### src/rtl/ifetch_pkg.sv
// Shared definitions for the instruction fetch stage: opcode nibbles that
// need operand bytes, fetch FSM states and the instruction length type.
package ifetch_pkg;

    // Opcode nibbles (IM_DATA[7:4]) that carry operand bytes
    localparam logic [3:0] OP_LOADACI = 4'h0;
    localparam logic [3:0] OP_JPNZ    = 4'h5;
    localparam logic [3:0] OP_ADDI    = 4'h8;
    localparam logic [3:0] OP_SUBI    = 4'h9;

    // Instruction length in bytes, 1..3
    typedef logic [1:0] instr_len_t;

    localparam instr_len_t LEN_1 = 2'd1;
    localparam instr_len_t LEN_2 = 2'd2;
    localparam instr_len_t LEN_3 = 2'd3;

    // Fetch FSM: opcode byte, first operand byte, second operand byte, present
    typedef enum logic [1:0] {
        F_OP = 2'd0,
        F_B1 = 2'd1,
        F_B2 = 2'd2,
        HOLD = 2'd3
    } fetch_state_t;

    // Length of an instruction given its opcode nibble
    function automatic instr_len_t decode_len(input logic [3:0] nibble);
        instr_len_t len;
        case (nibble)
            OP_LOADACI, OP_JPNZ: len = LEN_3;
            OP_ADDI, OP_SUBI:    len = LEN_2;
            default:             len = LEN_1;
        endcase
        return len;
    endfunction

endpackage

### src/rtl/ifetch_len_decode.sv
// Combinational instruction length decoder driven by the opcode nibble.
module ifetch_len_decode
    import ifetch_pkg::*;
(
    input  logic [3:0] opcode_nibble,
    output instr_len_t len
);

    // Map the opcode nibble straight to its byte count
    always_comb begin
        len = decode_len(opcode_nibble);
    end

endmodule

### src/rtl/instr_fetch_unit.sv
// Fetch stage: walks the byte-wide instruction memory, assembles 1..3 byte
// instructions and presents each one to the control unit via valid/ready.
// Redirects from the branch logic override any fetch in progress.
module instr_fetch_unit
    import ifetch_pkg::*;
#(
    parameter int                ADDR_W   = 16,
    parameter logic [ADDR_W-1:0] START_PC = '0
) (
    input  logic              clk,
    input  logic              rst_n,
    input  logic              en,
    output logic [ADDR_W-1:0] im_addr,
    input  logic [7:0]        im_data,
    output logic              instr_valid,
    input  logic              instr_ready,
    output logic [7:0]        instr_op,
    output logic [15:0]       instr_imm,
    output logic [ADDR_W-1:0] instr_pc,
    input  logic              br_take,
    input  logic [ADDR_W-1:0] br_target
);

    fetch_state_t      state_q, state_d;
    logic [ADDR_W-1:0] pc_q, pc_d;
    logic [ADDR_W-1:0] pc_inc;
    instr_len_t        len_q, len_d;
    instr_len_t        cur_len;
    logic [7:0]        op_q, op_d;
    logic [15:0]       imm_q, imm_d;
    logic [ADDR_W-1:0] ipc_q, ipc_d;
    logic              valid_q, valid_d;

    ifetch_len_decode u_len_decode (
        .opcode_nibble (im_data[7:4]),
        .len           (cur_len)
    );

    assign pc_inc      = pc_q + ADDR_W'(1);
    assign im_addr     = pc_q;
    assign instr_valid = valid_q;
    assign instr_op    = op_q;
    assign instr_imm   = imm_q;
    assign instr_pc    = ipc_q;

    // Fetch FSM state register
    always_ff @(posedge clk or negedge rst_n) begin
        if (!rst_n) begin
            state_q <= F_OP;
        end else begin
            state_q <= state_d;
        end
    end

    // Next state and next datapath values; a redirect overrides fetch progress
    always_comb begin
        state_d = state_q;
        pc_d    = pc_q;
        len_d   = len_q;
        op_d    = op_q;
        imm_d   = imm_q;
        ipc_d   = ipc_q;

        if (br_take) begin
            pc_d    = br_target;
            state_d = F_OP;
        end else begin
            case (state_q)
                F_OP: begin
                    if (en) begin
                        op_d    = im_data;
                        ipc_d   = pc_q;
                        imm_d   = '0;
                        pc_d    = pc_inc;
                        len_d   = cur_len;
                        state_d = (cur_len == LEN_1) ? HOLD : F_B1;
                    end
                end
                F_B1: begin
                    if (en) begin
                        pc_d = pc_inc;
                        if (len_q == LEN_2) begin
                            imm_d   = {8'h00, im_data};
                            state_d = HOLD;
                        end else begin
                            imm_d[15:8] = im_data;
                            state_d     = F_B2;
                        end
                    end
                end
                F_B2: begin
                    if (en) begin
                        imm_d[7:0] = im_data;
                        pc_d       = pc_inc;
                        state_d    = HOLD;
                    end
                end
                HOLD: begin
                    if (instr_ready) begin
                        state_d = F_OP;
                    end
                end
                default: begin
                    state_d = F_OP;
                end
            endcase
        end

        valid_d = (state_d == HOLD);
    end

    // PC, partial instruction and presented instruction registers
    always_ff @(posedge clk or negedge rst_n) begin
        if (!rst_n) begin
            pc_q    <= START_PC;
            len_q   <= LEN_1;
            op_q    <= '0;
            imm_q   <= '0;
            ipc_q   <= '0;
            valid_q <= 1'b0;
        end else begin
            pc_q    <= pc_d;
            len_q   <= len_d;
            op_q    <= op_d;
            imm_q   <= imm_d;
            ipc_q   <= ipc_d;
            valid_q <= valid_d;
        end
    end

endmodule

### config.mk
export PLATFORM = sky130hd
export DESIGN_NAME = instr_fetch_unit
export DESIGN_NICKNAME = d
export VERILOG_FILES = /design/src/rtl/ifetch_pkg.sv /design/src/rtl/ifetch_len_decode.sv /design/src/rtl/instr_fetch_unit.sv
export SDC_FILE = /design/constraint.sdc
export NUM_CORES = 1
export LEC_CHECK = 0
export ABC_AREA = 1
export CAP_MARGIN = 0
export CORE_ASPECT_RATIO = 0.6
export CORE_MARGIN = 2
export CORE_UTILIZATION = 35
export DETAILED_ROUTE_END_ITERATION = 16
export PLACE_DENSITY = 0.73
export SETUP_SLACK_MARGIN = 0.05
export SLEW_MARGIN = 0
export SYNTH_ARGS = -nofsm -noshare
export SYNTH_HDL_FRONTEND = slang
export SYNTH_SLANG_ARGS = --single-unit
### constraint.sdc
create_clock -name clk -period 2.7 [get_ports clk]
set_clock_uncertainty 0.05 [all_clocks]
set_input_delay 0.27 -clock clk [delete_from_list [all_inputs] [get_ports clk]]
set_output_delay 0.27 -clock clk [all_outputs]
set_load 0.02 [all_outputs]
==> results of run 1 <==
metal layers:
metal	up-vias	track usage	share of wire
met5	-	0	0
met4	0	0.0581	0.0049
met3	4	0.0546	0.068
met2	95	0.264	0.43
met1	1280	0.265	0.49
li1	1314	-	-
Yosys cell counts (5+ instances only):
cell / n
sky130_fd_sc_hd__o21ai_0: 32
sky130_fd_sc_hd__o21ai_2: 8
sky130_fd_sc_hd__o21ai_1: 12
sky130_fd_sc_hd__nand3_1: 28
sky130_fd_sc_hd__nand2_1: 94
sky130_fd_sc_hd__inv_1: 38
sky130_fd_sc_hd__a21oi_1: 5
sky130_fd_sc_hd__nor2_1: 23
sky130_fd_sc_hd__dfrtp_1: 60
sky130_fd_sc_hd__ha_1: 7
logic make-up after synthesis:
kind of cell | count (synthesis)
xor+xnor | 4
buf+inv | 52
mux | 1
simple gates | 158
compound gates | 68
fa+ha+maj | 7
flops | 61
path summary, 6_finish.rpt:
kind	startpoint	to	slack [ns]	depth (start not counted)
max	state_q[1]$_DFF_PN0_	instr_imm[10]$_DFFE_PN0P_	0.76	6
max in group asynchronous	rst_n	instr_op[1]$_DFFE_PN0P_	2.03	2
min reg2reg	im_addr[15]$_DFFE_PN0P_	im_addr[15]$_DFFE_PN0P_	0.42	1
min in group clk	im_addr[15]$_DFFE_PN0P_	im_addr[15]$_DFFE_PN0P_	0.42	1
min	rst_n	instr_pc[0]$_DFFE_PN0P_	0.05	2
max reg2reg	state_q[1]$_DFF_PN0_	instr_imm[10]$_DFFE_PN0P_	0.76	6
per-stage QoR:
step | cells | power (mW) | setup WS (ns) | util
5_1_grt | 550 | 4.23 | 0.510 | 0.519
6_report | 550 | 4.00 | 0.757 | 0.519
3_5_place_dp | 536 | 2.92 | 0.514 | 0.484
4_1_cts | 550 | 4.04 | 0.743 | 0.519
2_1_floorplan | 351 | 2.17 | 1.16 | -
3_3_place_gp | 536 | 2.88 | 0.596 | 0.484
area by class of cell:
cell class | instances | area (sq um) | share of cell area
clock buffer | 12 | 246 | 0.0589
clock inverter | 2 | 35.0 | 0.00837
inverter | 40 | 150 | 0.0359
multi-input combinational | 238 | 1220 | 0.291
sequential | 61 | 1530 | 0.365
tap | 108 | 135 | 0.0323
timing repair buffer | 89 | 876 | 0.209
report_power, final:
group          leakage (nW)  switching [mW]  internal (mW)  total [mW]
Sequential            0.769           0.207           1.20        1.40
Clock                 0.139           0.372          0.727        1.10
Combinational          1.00           0.810          0.686        1.50
Total                  1.91            1.39           2.61        4.00
state kept, by name, indices dropped and copies added (netlist names):
name	flops
im_addr	16
instr_imm	16
instr_op	8
instr_pc	16
instr_valid	1
len_q	2
state_q	2
worst register-to-register path, cell delays in order (launching register included):
cell and delay (ns):
sky130_fd_sc_hd__dfrtp_1 0.44, sky130_fd_sc_hd__inv_1 0.12, sky130_fd_sc_hd__ha_1 0.22, sky130_fd_sc_hd__nand2_2 0.45, sky130_fd_sc_hd__buf_4 0.38, sky130_fd_sc_hd__nand3_1 0.10
sky130_fd_sc_hd__o21ai_0 0.09
==> impl.org, run 1 <==
** Run status
- Outcome :: complete, no violations

** Worst setup path
- Critical path's top delay family :: simple AND/OR/NAND/NOR gates
- Setup CP Type :: flip-flop to flip-flop
- The worst setup path is launched from a flip-flop.
- CP max FO :: 32
- Data on the critical path is required at its endpoint by 2.88 ns.
- Together, buffers and inverters on the worst path number 2.
- For this design, the slowest cell found on the critical path is sky130_fd_sc_hd__nand2_2.
- The largest single stage delay on the critical path is ~0.45 ns.
- Data arrives at the worst endpoint at 2.12 ns.
- The critical path goes through inv_1, ha_1, nand2_2, buf_4, nand3_1, o21ai_0.
- Worst setup EP type :: flip-flop

** Drt
- For this run, design rule violations remaining after detail routing come to 0.
- Vias after detailed routing :: around 2700
- In the routed layout, each cell is associated on average with a via count of between 4 and 5.
- Remaining antenna violation count :: 0
- The detailed router finished its first iteration with 189 violations.
- The first detailed-routing pass ran for 4 iterations.
- DRT Wirelength :: 7.94 mm
- After detailed routing, the average wire length per cell comes to 14.4 um.

** Place
- In this run the tool buffered the top-level ports with 85 buffer cells.
- The congestion estimate from routability-driven global placement came to 0.948.
- Detailed placement HPWL :: 5.92 mm
- Instance area at placement :: approximately 3900 sq um

** STA
- The final-report hold violation count was 0.
- Final setup violation count :: 0
- Total negative slack :: 0 ns
- Setup repair after global routing missed its margin :: no
- The number of pins exceeding their max-slew limit in the final report is 0.
- Transition at the pin with the smallest max-transition slack :: 0.769 ns
- Max Clock Freq :: 0.515 GHz
- Counting I/O delays and the setup requirement, the final critical path takes 1.94 ns.
- The worst pin sits at a relative slew slack of 0.487.
- Hold timing on the final database bottoms out at a slack of 0.0490 ns.
- Crit share post-route :: 0.720

** Clocking
- Clock latency at the later pin of the worst-skew pair :: 0.32 ns
- Clock tree synthesis selected as its root buffer the cell sky130_fd_sc_hd__clkbuf_16.
- In this run, post-CTS hold repair placed 0 buffers.
- Clock tree synthesis inserted a total of 9 buffers.
- Gates resized during post-CTS repair numbered 0.
- Clk sink count :: 61
- Clock-pin slew was measured on the worst setup and hold paths at 0.05 ns.
- Maximum clock insertion buffer count :: 2
- TritonCTS built the clock tree.
- The clock tree synthesis step divided the H-tree into 3 levels.
- Buffers added to address setup during post-CTS repair amount to 0.

** Global route
- Congestion Overflow GR :: 0
- The number of global-route vias before repair is around 2500.
- Global-route wire length before repair :: 12.8 mm
- Across every metal layer, demand over resource in global routing totals 0.183.
- The number of antenna violations at the first check in global routing was 0.
- Entering global routing, the biggest net connects between 60 and 70 pins.

** Synth
- Counting flops with a built-in enable in the synthesized netlist gives 0.
- Parity-gate share of the synthesized area counting xor and xnor cells :: 0.0118
- Number of distinct standard cells referenced by the synthesized netlist :: 32
- Each instance of the synthesized netlist takes up on average 8.47 sq um.
- Mux cell area share after synthesis :: 0.00505
- By area, the combinational part of the netlist is dominated by simple AND/OR/NAND/NOR gates.
- Of the total synthesized cell area, the portion taken by full adders, half adders and majority gates is 0.0294.
- The share of the Yosys chip area taken by registers is 0.514.
- Synth Warn # :: 0
- Synthesized instance count :: 351
- Dominant synthesized flop cell :: sky130_fd_sc_hd__dfrtp_1
- Number of synthesized register bits :: 61
- Synthesized-area fraction occupied by ao, oa, aoi and oai cells :: 0.134
- Top cell type by total area after synthesis :: sky130_fd_sc_hd__dfrtp_1
- After synthesis, the share of flip-flops with an asynchronous set or reset is 1.00.
- The number of nets in the synthesized netlist is 387.
- The synthesized netlist occupies a cell area of 2970 sq um.
- Post-synthesis share of cell area spent on and, or, nand and nor gates :: 0.229
- The share of synthesized area in the top cell type comes to 0.505.
- Ranked by total cell area, the synthesized netlist is headed by sky130_fd_sc_hd__dfrtp_1 (50%), sky130_fd_sc_hd__nand2_1 (12%), sky130_fd_sc_hd__o21ai_0 (5.4%).

** Floorplan
- The initial utilization of the core area, before any placement, comes to 0.369.
- Floorplan die area :: between 9000 and 10000 sq um
- Core region area :: between 8000 and 9000 sq um
- 86 I/O pins were placed.
- Die Y :: 75.4 um
- After floorplanning, the core was divided into 25 placement rows.
- X dimension of the die :: between 100 and 150 um

** Pwr
- VDD sags by at most between 0.3 and 0.4 mV.
- LEAKAGE :: approximately 1.9 nW
- Dividing total power by cell area gives a power density of 955 nW/um^2.

** Run
- Max-cap check violation count :: 0

** Finish
- Final standard cell area without fillers :: 4190 sq um
- Number of filler cells placed in the layout :: 744
- Leaving out fill and tap cells, the most frequent cells in the layout are sky130_fd_sc_hd__nand2_1 (94), sky130_fd_sc_hd__clkdlybuf4s50_1 (84), sky130_fd_sc_hd__dfrtp_1 (60).
- Compared with the post-synthesis result, the final layout area differs by 40.8%.
- The library cell used most frequently in the layout, excluding fill and tap cells, is sky130_fd_sc_hd__nand2_1.
- Antenna fix cells :: 0
- Number of nets in the final layout :: 475
- In the final layout, the share of cells above drive strength 1 is 0.0792.

** Hold path
- The path class of the tightest hold or removal check is input pin to asynchronous set/reset pin.
(Power assumes the default switching activity.)
==> run 2, diff against run 1 <==
--- a/config.mk
+++ b/config.mk
@@ -11,7 +11,7 @@
 export CORE_MARGIN = 2
 export CORE_UTILIZATION = 35
 export DETAILED_ROUTE_END_ITERATION = 16
-export PLACE_DENSITY = 0.73
+export PLACE_DENSITY = 0.75
 export SETUP_SLACK_MARGIN = 0.05
 export SLEW_MARGIN = 0
 export SYNTH_ARGS = -nofsm -noshare
==> constraint.sdc (replaced) <==
create_clock -name clk -period 1.6 [get_ports clk]
set_clock_uncertainty 0.05 [all_clocks]
set_input_delay 0.16 -clock clk [delete_from_list [all_inputs] [get_ports clk]]
set_output_delay 0.16 -clock clk [all_outputs]
set_load 0.02 [all_outputs]
==> run 2 against run 1 <==
Clock power increased by 56%. Via count increased by 4.1%. Count of clock-buffer cells in the layout unchanged. Core utilization increased by 3.8 points. Global-route usage increased by 0.33 points. Critical path type is now flip-flop to primary output.
==> impl.org, run 2 (same netlist as run 1, synthesis figures left out) <==
** Floorplan
- The area of the core came to 8070 sq um (unchanged).
- Floorplan die area :: 9280 sq um (unchanged)
- Num ports :: 86 (unchanged)
- The starting density of the core came to 0.369 (unchanged).
- The count of standard-cell rows is 25 (unchanged).
- The floorplan die height came to 75.4 um (unchanged).
- X dimension of the die :: 123 um (unchanged)

** Drt
- The residual DRC count was 0 (unchanged).
- The violation count after the first detailed-route iteration came to 115 (was 189).
- The total detailed-routing wirelength came to 8.49 mm (was 7.94 mm).
- The count of vias placed by the detailed router came to 2804 (was 2693).
- The final routed wire length divided by cell count was 14.9 um (was 14.4 um).
- The number of iterations in the first detailed-routing pass is 4 (unchanged).
- The final antenna-violating net count was 0 (unchanged).
- Via-per-instance ratio :: 4.93 (was 4.90)

** Pwr
- The share of total power consumed by net switching came to 0.354 (was 0.348).
- Post-layout total power :: 6.84 mW (was 4.00 mW)
- LEAKAGE :: 2.15 nW (was 1.91 nW)
- The clock group share of total power was 0.252 (was 0.275).
- Combinational power share :: 0.403 (was 0.374)
- The internal cell power came to 4.42 mW (was 2.61 mW).
- The peak supply drop is 0.665 mV (was 0.349 mV).
- The relative contribution of sequential cells to total power came to 0.345 (was 0.351).
- The power spent charging and discharging nets came to 2.42 mW (was 1.39 mW).
- Power density over the cells :: 1520 nW/um^2 (was 955 nW/um^2)

** Global route
- The number of global-route vias before repair is 2635 (was 2510).
- The first-pass GRT wire length was 13.2 mm (was 12.8 mm).
- Combined global-route utilization of all metal layers :: 0.186 (was 0.183)
- The overall overflow remaining after global route was 0 (unchanged).
- Maximum number of pins on one net before global-route repair :: 62 (unchanged)
- The number of antenna violations at the first check in global routing was 0 (unchanged).

** Finish
- The ratio of cells with drive above 1 in the final layout is 0.169 (was 0.0792).
- Antenna fix cells :: 0 (unchanged)
- The post-synthesis to final-layout area growth was 51.0% (was 40.8%).
- The leading cell type in the layout, fill and taps excluded is sky130_fd_sc_hd__nand2_1 (unchanged).
- The core utilization of the finished layout came to 0.557 (was 0.519).
- Number of nets in the final layout :: 494 (was 475)
- The final non-filler cell total is 569 (was 550).
- Commonest cells after routing, fill and taps aside: sky130_fd_sc_hd__nand2_1 (84), sky130_fd_sc_hd__clkdlybuf4s50_1 (63), sky130_fd_sc_hd__dfrtp_1 (59) (was sky130_fd_sc_hd__nand2_1 (94), sky130_fd_sc_hd__clkdlybuf4s50_1 (84), sky130_fd_sc_hd__dfrtp_1 (60)).

** Worst setup path
- The startpoint of the lowest-slack register-to-register path is state_q[1]$_DFF_PN0_ (unchanged).
- Arrival @ worst endpoint :: 1.33 ns (was 2.12 ns)
- Beginning of the critical path :: instr_imm[0]$_DFFE_PN0P_ (was state_q[1]$_DFF_PN0_)
- The element type at the critical path end is a primary output (was flip-flop).
- Slowest cell delay on critical path :: 0.63 ns (was 0.45 ns)
- The worst reg2reg path depth was 9 (was 6).
- Number of buffer and inverter stages on the critical path :: 1 (was 2)
- The startpoint type of the worst setup path is a flip-flop (unchanged).
- The largest fanout of any net on the critical path was 2 (was 32).
- The data required time at the worst endpoint is 1.39 ns (was 2.88 ns).
- Setup CP Type :: flip-flop to primary output (was flip-flop to flip-flop)
- The number of cells on the critical path was 1 (was 6).
- The cell with the largest stage delay on the worst path is sky130_fd_sc_hd__clkdlybuf4s50_1 (was sky130_fd_sc_hd__nand2_2).
- Critical path cell sequence: clkdlybuf4s50_1 (was inv_1, ha_1, nand2_2, buf_4, nand3_1, o21ai_0).
- The gate family responsible for the most delay along the worst path is buffers and inverters (was simple AND/OR/NAND/NOR gates).

** Hold path
- The type of the worst min-delay path was input pin to asynchronous set/reset pin (unchanged).

** Place
- Final weighted congestion of routability-driven global placement :: 0.939 (was 0.948)
- Count of input and output buffers :: 85 (unchanged)
- Detailed placement HPWL :: 6.02 mm (was 5.92 mm)
- Placed Cells :: 548 (was 536)

** STA
- Count of pins over their slew limit :: 0 (unchanged)
- The worst hold slack came to 0.338 ns (was 0.0490 ns).
- The final-report hold violation count is 0 (unchanged).
- Setup repair after global routing missed its margin: yes (was no).
- Counting I/O delays and the setup requirement, the final critical path takes 1.54 ns.
- Timing would allow up to between 0.6 and 0.7 GHz.
- Transition at the pin with the smallest max-transition slack :: 0.356 ns (was 0.769 ns)
- Dividing the final minimum period by the clock period gives 0.964.
- Final setup violation count :: 0 (unchanged)
- The worst max-slew margin expressed relative to the limit was 0.762 (was 0.487).

** Run
- The max-cap violation count came to 0 (unchanged).

** Run status
- Outcome :: complete, no violations (unchanged)

** Clocking
- The number of sinks driven by the clock tree is 61 (unchanged).
- CTS H-Tree Depth :: 3 (unchanged)
- Maximum clock insertion buffer count :: 2 (unchanged)
- The clock input transition at the sequential cells of the worst setup and hold paths is 0.05 ns (about the same).
- The clock latency on the worst-skew pair was 0.31 ns (was 0.32 ns).
- Clock tree from TritonCTS :: done (unchanged)
- The clock buffer count from CTS came to 9 (unchanged).
- The buffer cell driving the clock tree root is sky130_fd_sc_hd__clkbuf_16 (unchanged).
==> run 2: final cells by class <==
type / instances / area [sq um]
Timing Repair Buffer: 108 / 1100
Clock buffer: 12 / 256
Sequential cell: 61 / 1530
Tap cell: 108 / 135
Multi-Input combinational cell: 238 / 1300
Inverter: 40 / 155
Fill cell: 749 / 3580
Clock inverter: 2 / 10.0
==> run 2: path summary, 6_finish.rpt <==
| check | endpoint | slack, ns |
|---|---|---|
| hold / removal | instr_pc[5]$_DFFE_PN0P_ | 0.34 |
| max in group asynchronous | len_q[0]$_DFFE_PN1P_ | 0.85 |
| min in group clk | im_addr[9]$_DFFE_PN0P_ | 0.38 |
| hold reg to reg | len_q[0]$_DFFE_PN1P_ | 0.43 |
| setup reg to reg | instr_imm[2]$_DFFE_PN0P_ | 0.07 |
| setup / recovery | instr_imm[0] | 0.06 |
==> run 2: repair_timing <==
action | CTS | global route
resized for setup | 15 | 40
cloned | 0 | 1
setup buffers | 1 | 4
endpoints found under the setup margin | 28 | 43
hold buffers | 1 | 0
hold endpoints to repair | 60 | 0
pin swaps | 1 | 8
==> run 2: stage by stage <==
stage                     setup TNS, ns  cell area [sq um]  setup slack [ns]
after floorplan                       0               2970            0.0624
after global placement                0               4060           0.00854
after detailed placement         -0.244               4060           -0.0437
after CTS                             0               4330            0.0545
after global routing            -0.0357               4490           -0.0228
final                                 0               4490            0.0583
==> run 2: power groups by stage <==
| stage | registers (mW) | logic [mW] | clock network, mW |
|---|---|---|---|
| floorplan | 2.86 | 0.801 | 0 |
| detailed placement | 2.36 | 2.65 | 0 |
| finish | 2.36 | 2.76 | 1.72 |
| global route | 2.42 | 2.99 | 1.83 |
| CTS | 2.34 | 2.64 | 1.76 |
| global placement | 2.34 | 2.60 | 0 |
==> run 2: worst reg2reg max path: stages, from the launching register on <==
cell and delay (ns):
sky130_fd_sc_hd__dfrtp_1 0.44, sky130_fd_sc_hd__inv_2 0.10, sky130_fd_sc_hd__ha_4 0.20, sky130_fd_sc_hd__inv_4 0.06, sky130_fd_sc_hd__nor2_4 0.03, sky130_fd_sc_hd__nor2_2 0.12
sky130_fd_sc_hd__nand3_2 0.13, sky130_fd_sc_hd__buf_12 0.18, sky130_fd_sc_hd__nand2_2 0.06, sky130_fd_sc_hd__o21ai_2 0.05
==> run 2: layer usage <==
metal  wire length (um)  up-vias  GRT usage
met3                636        6     0.0479
li1                   -     1351          -
met4                 89        0     0.0644
met2               3790      104      0.270
met5                  0        -          0
met1               3980     1343      0.272
==> run 3, diff against run 2 <==
--- a/config.mk
+++ b/config.mk
@@ -12,6 +12,7 @@
 export CORE_UTILIZATION = 35
 export DETAILED_ROUTE_END_ITERATION = 16
 export PLACE_DENSITY = 0.75
+export RECOVER_POWER = 50
 export SETUP_SLACK_MARGIN = 0.05
 export SLEW_MARGIN = 0
 export SYNTH_ARGS = -nofsm -noshare
==> run 3 against run 2 <==
Worst setup slack barely moved. Sequential share of layout area is 0.57 points higher. Critical path type unchanged. Combinational power shrank 3%. Sequential power is essentially flat. Highest routed layer unchanged. Largest cell class unchanged. Final area is 1.6% lower. Largest power group unchanged.
==> impl.org, run 3 (same netlist as run 1, synthesis figures left out) <==
** Finish
- Final standard cell area without fillers :: 4420 sq um (was 4490 sq um)
- Number of nets in the final layout :: 494 (unchanged)
- Antenna fix cells :: 0 (unchanged)
- The leading cell type in the layout, fill and taps excluded is sky130_fd_sc_hd__nand2_1 (unchanged).
- Area growth from synthesis to layout :: 48.5% (was 51.0%)
- The ratio of cells with drive above 1 in the final layout is 0.169 (unchanged).
- Commonest cells after routing, fill and taps aside :: sky130_fd_sc_hd__nand2_1 (84), sky130_fd_sc_hd__clkdlybuf4s50_1 (63), sky130_fd_sc_hd__dfrtp_1 (59) (unchanged)

** Run
- Max-cap check violation count :: 0 (unchanged)

** STA
- Setup repair after global routing missed its margin: yes (unchanged).
- Number of endpoints with negative hold slack in the final report :: 0 (unchanged)
- Final setup violation count :: 0 (unchanged)
- Worst slew margin :: 0.453 (was 0.762)
- The slew of the pin with the lowest slew margin was 0.821 ns (was 0.356 ns).
- The period utilization came to 0.963 (was 0.964).
- Final worst path period need :: 1.54 ns (about the same)
- Max Clock Freq :: 0.649 GHz (about the same)
- The number of pins exceeding their max-slew limit in the final report is 0 (unchanged).

** Worst setup path
- Number of buffer and inverter stages on the critical path :: 1 (unchanged)
- Setup CP Type :: flip-flop to primary output (unchanged)
- The worst reg2reg path depth is 9 (unchanged).
- Critical path cell sequence :: clkdlybuf4s50_1 (unchanged)
- Register-to-register setup slack :: 0.06 ns (was 0.07 ns)
- Critical Path Start Type :: flip-flop (unchanged)
- The endpoint of the worst register-to-register path was instr_imm[2]$_DFFE_PN0P_ (unchanged).
- The gate family responsible for the most delay along the worst path is buffers and inverters (unchanged).
- Required time at the endpoint of the critical path :: 1.39 ns (about the same)
- The delay of the slowest critical-path stage was 0.63 ns (about the same).
- The arrival time of the worst setup path is 1.33 ns (about the same).
- The element type at the critical path end is a primary output (unchanged).
- FF-to-FF Start :: state_q[1]$_DFF_PN0_ (unchanged)
- Slowest-stage cell, CP :: sky130_fd_sc_hd__clkdlybuf4s50_1 (unchanged)
- CP max FO :: 2 (unchanged)

** Floorplan
- The starting density of the core came to 0.369 (unchanged).
- X dimension of the die :: 123 um (unchanged)
- The count of standard-cell rows came to 25 (unchanged).
- The area of the die is 9280 sq um (unchanged).
- Die Y :: 75.4 um (unchanged)
- Core region area :: 8070 sq um (unchanged)
- Num ports :: 86 (unchanged)

** Run status
- Outcome :: complete, no violations (unchanged)

** Pwr
- The total power of the final layout was 6.78 mW (was 6.84 mW).
- The peak supply drop was 0.653 mV (was 0.665 mV).
- LEAKAGE :: 2.04 nW (was 2.15 nW)
- The total power density per cell area was 1530 nW/um^2 (was 1520 nW/um^2).

** Clocking
- Clock-pin slew on the worst setup and hold paths :: 0.05 ns (about the same)
- Maximum clock insertion buffer count :: 2 (unchanged)
- The clock buffer count from CTS was 9 (unchanged).
- The total number of H-tree levels is 3 (unchanged).
- The number of sinks driven by the clock tree came to 61 (unchanged).
- Clock latency at the later pin of the worst-skew pair :: 0.32 ns (was 0.31 ns)
- The buffer cell driving the clock tree root was sky130_fd_sc_hd__clkbuf_16 (unchanged).
- The TritonCTS clock tree was done (unchanged).

** Global route
- Combined global-route utilization of all metal layers :: 0.186 (unchanged)
- The first-pass GRT wire length was 13.2 mm (unchanged).
- The number of global-route vias before repair came to 2635 (unchanged).
- The overall overflow remaining after global route came to 0 (unchanged).
- Antenna violations before repair :: 0 (unchanged)
- The maximum number of pins on one net before global-route repair came to 62 (unchanged).

** Drt
- The count of vias placed by the detailed router is 2827 (was 2804).
- The detailed-route vias per instance came to 4.97 (was 4.93).
- The violation count after the first detailed-route iteration came to 116 (was 115).
- Residual DRC :: 0 (unchanged)
- The final routed wire length divided by cell count came to 15.0 um (was 14.9 um).
- The final antenna-violating net count is 0 (unchanged).
- The number of iterations in the first detailed-routing pass came to 4 (unchanged).
- DRT Wirelength :: 8.51 mm (was 8.49 mm)

** Place
- Count of input and output buffers :: 85 (unchanged)
- Final weighted congestion of routability-driven global placement :: 0.939 (unchanged)
- Instance area at placement :: 4060 sq um (unchanged)
- The final HPWL from detailed placement came to 6.02 mm (unchanged).

** Hold path
- The type of the worst min-delay path was input pin to flip-flop (was input pin to asynchronous set/reset pin).
- Hold path start :: br_target[9]
- The path with the worst hold slack has its endpoint at im_addr[9]$_DFFE_PN0P_.
- Hold-critical path depth :: 3
run 3: changes by cell type in the layout (fill, tap and decap cells not counted):
cell / before / now
sky130_fd_sc_hd__buf_12: 5 / 4
sky130_fd_sc_hd__clkbuf_4: 0 / 1
sky130_fd_sc_hd__clkbuf_1: 1 / 8
sky130_fd_sc_hd__dlymetal6s2s_1: 7 / 0
run 3: timing repair:
| action | CTS | global route |
|---|---|---|
| pin swaps | 1 | 8 |
| gates resized for setup | 15 | 40 |
| setup endpoints to repair | 28 | 43 |
| cloned | 0 | 1 |
| buffers inserted | 1 | 4 |
| hold endpoints to repair | 60 | 0 |
| hold buffers | 1 | 0 |
run 3: power breakdown:
group	internal, mW	switching, mW	total [mW]
combinational	1.23	1.47	2.69
clock	1.11	0.614	1.72
sequential	2.02	0.344	2.36
total	4.35	2.42	6.78
run 3: worst max path at each step:
stage / end / cells after the start / startpoint / slack (ns)
floorplan: instr_imm[6]$_DFFE_PN0P_ / 9 / state_q[1]$_DFF_PN0_ / 0.06
global placement: instr_imm[13]$_DFFE_PN0P_ / 7 / en / 0.009
detailed placement: im_addr[7]$_DFFE_PN0P_ / 7 / br_take / -0.04
CTS: instr_imm[4]$_DFFE_PN0P_ / 9 / state_q[1]$_DFF_PN0_ / 0.05
global route: instr_imm[0]$_DFFE_PN0P_ / 8 / state_q[1]$_DFF_PN0_ / -0.02
finish: instr_imm[0] / 1 / instr_imm[0]$_DFFE_PN0P_ / 0.06
run 3: worst reg2reg max path, stage by stage, from the launching register on:
cell	delay (ns)
sky130_fd_sc_hd__dfrtp_1	0.44
sky130_fd_sc_hd__inv_2	0.10
sky130_fd_sc_hd__ha_4	0.20
sky130_fd_sc_hd__inv_4	0.06
sky130_fd_sc_hd__nor2_4	0.03
sky130_fd_sc_hd__nor2_2	0.12
sky130_fd_sc_hd__nand3_2	0.13
sky130_fd_sc_hd__buf_12	0.18
sky130_fd_sc_hd__nand2_2	0.06
sky130_fd_sc_hd__o21ai_2	0.05
run 3: layout make-up:
class | instances | area (sq um)
flip-flops and latches | 61 | 1530
clock buffers | 12 | 256
multi-input cells | 238 | 1300
inverters | 40 | 155
repair buffers | 108 | 1030
clock inverters | 2 | 10.0
well taps | 108 | 135
fillers | 762 | 3650
run 3: through the flow:
step	TNS, ns	util	std cells	hold slack [ns]	setup WS, ns
3_3_place_gp	0	0.503	548	0.141	0.00854
5_1_grt	-0.0358	0.547	569	0.387	-0.0228
4_1_cts	0	0.536	564	0.345	0.0545
3_5_place_dp	-0.244	0.503	548	0.146	-0.0437
6_report	0	0.547	569	0.378	0.0586
2_1_floorplan	0	-	351	-0.186	0.0624
run 3: per-layer routing:
layer  GRT usage  part of all wire  vias up
met5           0                 0        -
met4      0.0644             0.010        0
met3      0.0479             0.074        6
met2       0.270              0.45      109
met1       0.272              0.47     1359
li1            -                 -     1353
